--- config.mk ---
export PLATFORM = sky130hd
export DESIGN_NAME = fp_result_display
export DESIGN_NICKNAME = d
export VERILOG_FILES = /design/src/rtl/fp_disp_pkg.sv /design/src/rtl/sync_fifo.sv /design/src/rtl/fp_result_display.sv
export SDC_FILE = /design/constraint.sdc
export NUM_CORES = 1
export LEC_CHECK = 0
export CORE_MARGIN = 2
export CORE_UTILIZATION = 30
export CTS_CLUSTER_SIZE = 24
export DETAILED_ROUTE_END_ITERATION = 10
export MAX_ROUTING_LAYER = met4
export PLACE_DENSITY_LB_ADDON = 0.08
export SYNTH_ARGS = -nofsm -noshare
export SYNTH_HDL_FRONTEND = slang
export SYNTH_SLANG_ARGS = --single-unit
--- constraint.sdc ---
create_clock -name clk -period 7.7 [get_ports clk]
set_input_delay 1.155 -clock clk [delete_from_list [all_inputs] [get_ports clk]]
set_output_delay 1.155 -clock clk [all_outputs]
set_load 0.05 [all_outputs]
--- src/rtl/fp_disp_pkg.sv ---
// Shared types and constants for the FP result display.
//   disp_state_t : display sequencer states
//   SEG_BLANK    : all segments off (active-low)
//   HEX_SEG      : hex digit -> {g,f,e,d,c,b,a} active-low, index = nibble value
package fp_disp_pkg;

    typedef enum logic [1:0] {
        EMPTY = 2'd0,
        HOLD  = 2'd1,
        WAIT  = 2'd2
    } disp_state_t;

    localparam logic [6:0] SEG_BLANK = 7'h7F;

    // Packed so that HEX_SEG[n] selects the pattern for nibble n.
    localparam logic [15:0][6:0] HEX_SEG = {
        7'h0E, 7'h06, 7'h21, 7'h46,   // F E d C
        7'h03, 7'h08, 7'h10, 7'h00,   // b A 9 8
        7'h78, 7'h02, 7'h12, 7'h19,   // 7 6 5 4
        7'h30, 7'h24, 7'h79, 7'h40    // 3 2 1 0
    };

endpackage

--- src/rtl/sync_fifo.sv ---
// Synchronous FIFO with show-ahead read data.
//   clk, rst      : clock, synchronous active-low reset
//   push, wdata   : write strobe/data (caller guarantees !full)
//   pop, rdata    : read strobe (caller guarantees !empty); rdata is the head entry
//   full, empty   : decoded from the registered occupancy count
module sync_fifo #(
    parameter int DATA_W = 32,
    parameter int DEPTH  = 8
) (
    input  logic              clk,
    input  logic              rst,
    input  logic              push,
    input  logic [DATA_W-1:0] wdata,
    input  logic              pop,
    output logic [DATA_W-1:0] rdata,
    output logic              full,
    output logic              empty
);
    localparam int AW = $clog2(DEPTH);

    logic [DATA_W-1:0] mem [DEPTH];
    logic [AW-1:0]     wptr, rptr;
    logic [AW:0]       count;

    // DEPTH is a power of two, so pointers wrap by plain overflow.
    always_ff @(posedge clk) begin
        if (!rst) begin
            wptr  <= '0;
            rptr  <= '0;
            count <= '0;
        end else begin
            if (push) wptr <= wptr + 1'b1;
            if (pop)  rptr <= rptr + 1'b1;
            count <= count + {{AW{1'b0}}, push} - {{AW{1'b0}}, pop};
        end
    end

    always_ff @(posedge clk) begin
        if (push) mem[wptr] <= wdata;
    end

    assign rdata = mem[rptr];
    assign full  = (count == (AW+1)'(DEPTH));
    assign empty = (count == '0);

endmodule

--- src/rtl/fp_result_display.sv ---
// Buffers FP adder results and shows each one for HOLD_CYCLES on a
// multiplexed hex seven-segment display.
//   clk, rst           : clock, synchronous active-low reset
//   in_data/in_valid   : result stream in; in_ready = FIFO not full
//   page_sel           : nibble window (clamped to PAGES-1)
//   an, seg, dp        : digit enables, segments, decimal point (all active-low, registered)
//   leds               : number of results displayed so far, mod 256
module fp_result_display
    import fp_disp_pkg::*;
#(
    parameter int DATA_W         = 32,
    parameter int NUM_DIGITS     = 4,
    parameter int DEPTH          = 8,
    parameter int HOLD_CYCLES    = 50000000,
    parameter int REFRESH_CYCLES = 100000,
    localparam int PAGES  = DATA_W / (4 * NUM_DIGITS),
    localparam int PSEL_W = (PAGES > 1) ? $clog2(PAGES) : 1
) (
    input  logic                  clk,
    input  logic                  rst,
    input  logic [DATA_W-1:0]     in_data,
    input  logic                  in_valid,
    output logic                  in_ready,
    input  logic [PSEL_W-1:0]     page_sel,
    output logic [NUM_DIGITS-1:0] an,
    output logic [6:0]            seg,
    output logic                  dp,
    output logic [7:0]            leds
);
    localparam int HW = $clog2(HOLD_CYCLES);
    localparam int RW = (REFRESH_CYCLES > 1) ? $clog2(REFRESH_CYCLES) : 1;
    localparam int DW = $clog2(NUM_DIGITS);
    localparam logic [HW-1:0] HOLD_LAST = HW'(HOLD_CYCLES - 1);
    localparam logic [RW-1:0] REF_LAST  = RW'(REFRESH_CYCLES - 1);
    localparam logic [DW-1:0] DIG_LAST  = DW'(NUM_DIGITS - 1);

    disp_state_t       state, state_n;
    logic [HW-1:0]     hold_cnt, hold_n;
    logic [RW-1:0]     ref_cnt;
    logic [DW-1:0]     dig;
    logic [DATA_W-1:0] disp;
    logic [DATA_W-1:0] fifo_rdata;
    logic              fifo_full, fifo_empty;
    logic              push, pop;

    logic [NUM_DIGITS-1:0] an_n;
    logic [6:0]            seg_n;
    logic                  dp_n;
    logic [3:0]            nib;
    int                    pg;

    assign in_ready = !fifo_full;
    assign push     = in_valid && !fifo_full;

    sync_fifo #(.DATA_W(DATA_W), .DEPTH(DEPTH)) u_fifo (
        .clk   (clk),
        .rst   (rst),
        .push  (push),
        .wdata (in_data),
        .pop   (pop),
        .rdata (fifo_rdata),
        .full  (fifo_full),
        .empty (fifo_empty)
    );

    // Sequencer: every pop loads the display register and restarts the hold.
    always_comb begin
        state_n = state;
        hold_n  = hold_cnt;
        pop     = 1'b0;
        case (state)
            EMPTY, WAIT: begin
                if (!fifo_empty) begin
                    pop     = 1'b1;
                    hold_n  = '0;
                    state_n = HOLD;
                end
            end
            HOLD: begin
                if (hold_cnt == HOLD_LAST) begin
                    if (!fifo_empty) begin
                        pop    = 1'b1;
                        hold_n = '0;
                    end else begin
                        state_n = WAIT;
                    end
                end else begin
                    hold_n = hold_cnt + 1'b1;
                end
            end
            default: state_n = EMPTY;
        endcase
    end

    // Next display outputs from the current digit and window.
    always_comb begin
        pg    = (int'(page_sel) >= PAGES) ? PAGES - 1 : int'(page_sel);
        nib   = 4'(disp >> (4 * (pg * NUM_DIGITS + int'(dig))));
        an_n  = ~(NUM_DIGITS'(1) << dig);
        seg_n = HEX_SEG[nib];
        dp_n  = 1'b1;
        // Top digit dot flags a non-zero page; digit-0 dot flags a stale value.
        if ((dig == DIG_LAST && pg != 0) || (state == WAIT && dig == '0))
            dp_n = 1'b0;
        if (state == EMPTY) begin
            an_n  = '1;
            seg_n = SEG_BLANK;
            dp_n  = 1'b1;
        end
    end

    always_ff @(posedge clk) begin
        if (!rst) begin
            state    <= EMPTY;
            hold_cnt <= '0;
            disp     <= '0;
            leds     <= '0;
            ref_cnt  <= '0;
            dig      <= '0;
            an       <= '1;
            seg      <= SEG_BLANK;
            dp       <= 1'b1;
        end else begin
            state    <= state_n;
            hold_cnt <= hold_n;
            if (pop) begin
                disp <= fifo_rdata;
                leds <= leds + 8'd1;
            end
            if (ref_cnt == REF_LAST) begin
                ref_cnt <= '0;
                dig     <= (dig == DIG_LAST) ? '0 : dig + 1'b1;
            end else begin
                ref_cnt <= ref_cnt + 1'b1;
            end
            an  <= an_n;
            seg <= seg_n;
            dp  <= dp_n;
        end
    end

endmodule

==> out/metrics.cfg <==
[yosys]
yosys_warnings=0
synthDistinctLibCells=67
yosys_register_bits=365
synthesis.area_um2=14900
synth_edf_count=256
synth-seq-area-share_pct=66.1
synthCells=996
syn_avg_cell_area_um2=15.0
async_reset_ff_share_pct=0
ys.flop_type=edfxtp_1
syn_nets=1054

[floorplan]
core_area_um2=49100
start_util_pct=30.5
ios=57
num_rows=81
die_h_um=227
dieArea_um2=51600
die_w_um=227

[placed_design]
numPortBuffers=56
gp_congestion=0.755
place_inst=1681
postPlaceCellArea_um2=16300
dp_hpwl_um=21600

[power]
p_leak_nw=5.54
switchingPower_mw=1.67
p_comb_share_pct=21.8
internal-power_mw=3.97
swShare_pct=29.7
power.total_mw=5.64
seqPwrFrac_pct=43.2
ir_drop_v=0.000149
pwr-share-clk_pct=35.0
power_density_nw_per_um2=319

[clock_tree]
postCtsHoldBufs=0
cts_tree=done
clkSlewWorstSetupHoldPaths_ns=0.06
htreeDepth=2
clock_sinks=365
cts_root_buf=clkbuf_16
insertion_delay_ns=0.57
cts_buffers=43
max-clock-path-buffers=3
cts_setup_buffers=0
cts_resized=0

[critical_path]
max_stage_delay_ns=0.91
arrival_ns=3.95
cp.required_ns=8.10
cp-end-kind=flip-flop
critical_path.max_fanout=15
path_cells=clkdlybuf4s50_1, mux4_2, nor2_1, a311oi_1, inv_1, ha_1, inv_1, nor2_1, a21oi_1, o221ai_1
path_class=primary input to flip-flop
r2r_cells=11
crit_slowest_cell=clkdlybuf4s50_1
cp-start-kind=primary input

[grt]
antenna_found_initial=0
grt_pass1_vias=8679
grt_pass1_wl_um=54700
grt.total_usage_pct=14.6
grt_max_degree=47
grt_overflow=0

[routing]
routed_via_density=4.88
drc=0
finalWirelength_um=35500
ant_nets=0
wire_per_inst_um=20.2
drt_iter0_markers=571
dr.pass1.iters=5
vias=8578

[finish]
syn2layout_area_growth_pct=18.4
drive_gt1_share_pct=15.6
n_antenna_cell=0
fin_util_pct=36.1
final_cells=1759
fin_area_um2=17700
num-nets-final=1120

[timing]
grt_setup_unrepaired=no
max_slew_margin_pct=33.8
fin_crit_ns=3.56
fin_crit_sh_pct=46.2
slew_violations=0
finalHoldViolations=0
fmax_mhz=281
worst_pin_slew_ns=0.991
finalSetupViolations=0
fin_setup_tns_ns=0
fin_skew_ns=0.0188

[hold_path]
holdPathStages=1
hp-class=flip-flop to flip-flop

[run_status]
status=completed

[job]
maxCapViolCount=0

==> metal layers <==
metal	up-vias	part of all wire (%)	track usage, %
met5	-	0	-
met4	0	2.2	3.84
met3	60	3.8	2.90
met2	155	47	22.7
met1	4315	47	19.6
li1	4048	-	-
==> sequential cells by signal, indices dropped and copies added, names as in the netlist <==
| name | flops |
|---|---|
| u_fifo.mem | 256 |
| disp | 32 |
| hold_cnt | 26 |
| ref_cnt | 17 |
| leds | 8 |
| seg | 7 |
| an | 4 |
| u_fifo.count | 4 |
| u_fifo.rptr | 3 |
| u_fifo.wptr | 3 |
| dig | 2 |
| state | 2 |
| dp | 1 |
==> final timing paths <==
kind	from	endpoint	slack (ns)
worst max register to register	hold_cnt[1]$_SDFFE_PN0N_	u_fifo.count[1]$_SDFF_PN0_	4.34
worst min-delay path	ref_cnt[0]$_SDFF_PP0_	ref_cnt[0]$_SDFF_PP0_	0.46
worst max-delay path	page_sel	seg[4]$_SDFF_PP1_	4.14
worst min register to register	ref_cnt[0]$_SDFF_PP0_	ref_cnt[0]$_SDFF_PP0_	0.46
==> cells in the mapped netlist (10+ instances only) <==
cell type  instances  area share (%)
a211oi_1          33             1.7
a21oi_1           59             2.0
buf_2             18            0.60
clkbuf_1          29            0.73
dfxtp_1          109              15
edfxtp_1         256              51
ha_1              21             1.8
inv_1             21            0.53
mux2i_1           46             3.1
mux4_2            69              10
nand2_1           49             1.2
nand3_1           34             1.1
nor2_1            56             1.4
nor3_1            15            0.50
o21ai_0           16            0.54
o21ai_1           10            0.34
xnor2_1           11            0.64
==> kinds of logic (layout without fill, tap and decap cells) <==
logic type	after synthesis	after routing	synth area share [%]
XOR/XNOR	20	20	1.17
adder cells (fa/ha/maj)	22	22	1.89
multiplexers	116	116	13.6
AO/OA/AOI/OAI	168	168	7.22
buffers and inverters	76	175	2.09
flip-flops	365	365	66.1
AND/OR/NAND/NOR	229	229	8.00
==> worst max-delay path: cells and delay by family <==
kind            cells  cell delay (ns)
compound gates      3             0.88
fa+ha+maj           1             0.31
buf+inv             3             1.18
mux                 1             0.32
simple gates        2             0.10
==> cell usage in the layout, fill, tap and decap left out, types with 12 or more instances in the layout <==
master / count
ha_1: 21
nand3_1: 34
buf_4: 18
nor2_1: 49
clkbuf_1: 12
mux2i_1: 46
clkdlybuf4s50_1: 56
edfxtp_1: 256
clkbuf_16: 43
dfxtp_1: 106
mux4_2: 69
a211oi_1: 33
a21oi_1: 58
o21ai_0: 16
inv_1: 21
nand2_1: 49
nor3_1: 13
==> cell type report <==
| class | instances | area, um2 |
|---|---|---|
| Clock buffer | 58 | 1160 |
| Clock inverter | 20 | 205 |
| Fill cell | 4747 | 31400 |
| Inverter | 23 | 86.3 |
| Multi-Input combinational cell | 555 | 4830 |
| Sequential cell | 365 | 9880 |
| Tap cell | 664 | 831 |
| Timing Repair Buffer | 74 | 696 |
==> power by group through the flow <==
stage | registers, mW | clock network (mW) | logic, mW
floorplan | 2.44 | 0 | 0.875
global placement | 2.49 | 0 | 1.26
detailed placement | 2.49 | 0 | 1.26
CTS | 2.45 | 2.05 | 1.26
global route | 2.47 | 2.12 | 1.35
finish | 2.44 | 1.97 | 1.23
==> per-stage QoR <==
step | setup WS, ns | hold slack, ns
floorplan | 3.35 | 0.426
global placement | 3.56 | 0.446
detailed placement | 3.50 | 0.453
CTS | 4.13 | 0.466
global route | 3.89 | 0.476
finish | 4.14 | 0.459
(Power assumes the default switching activity.)
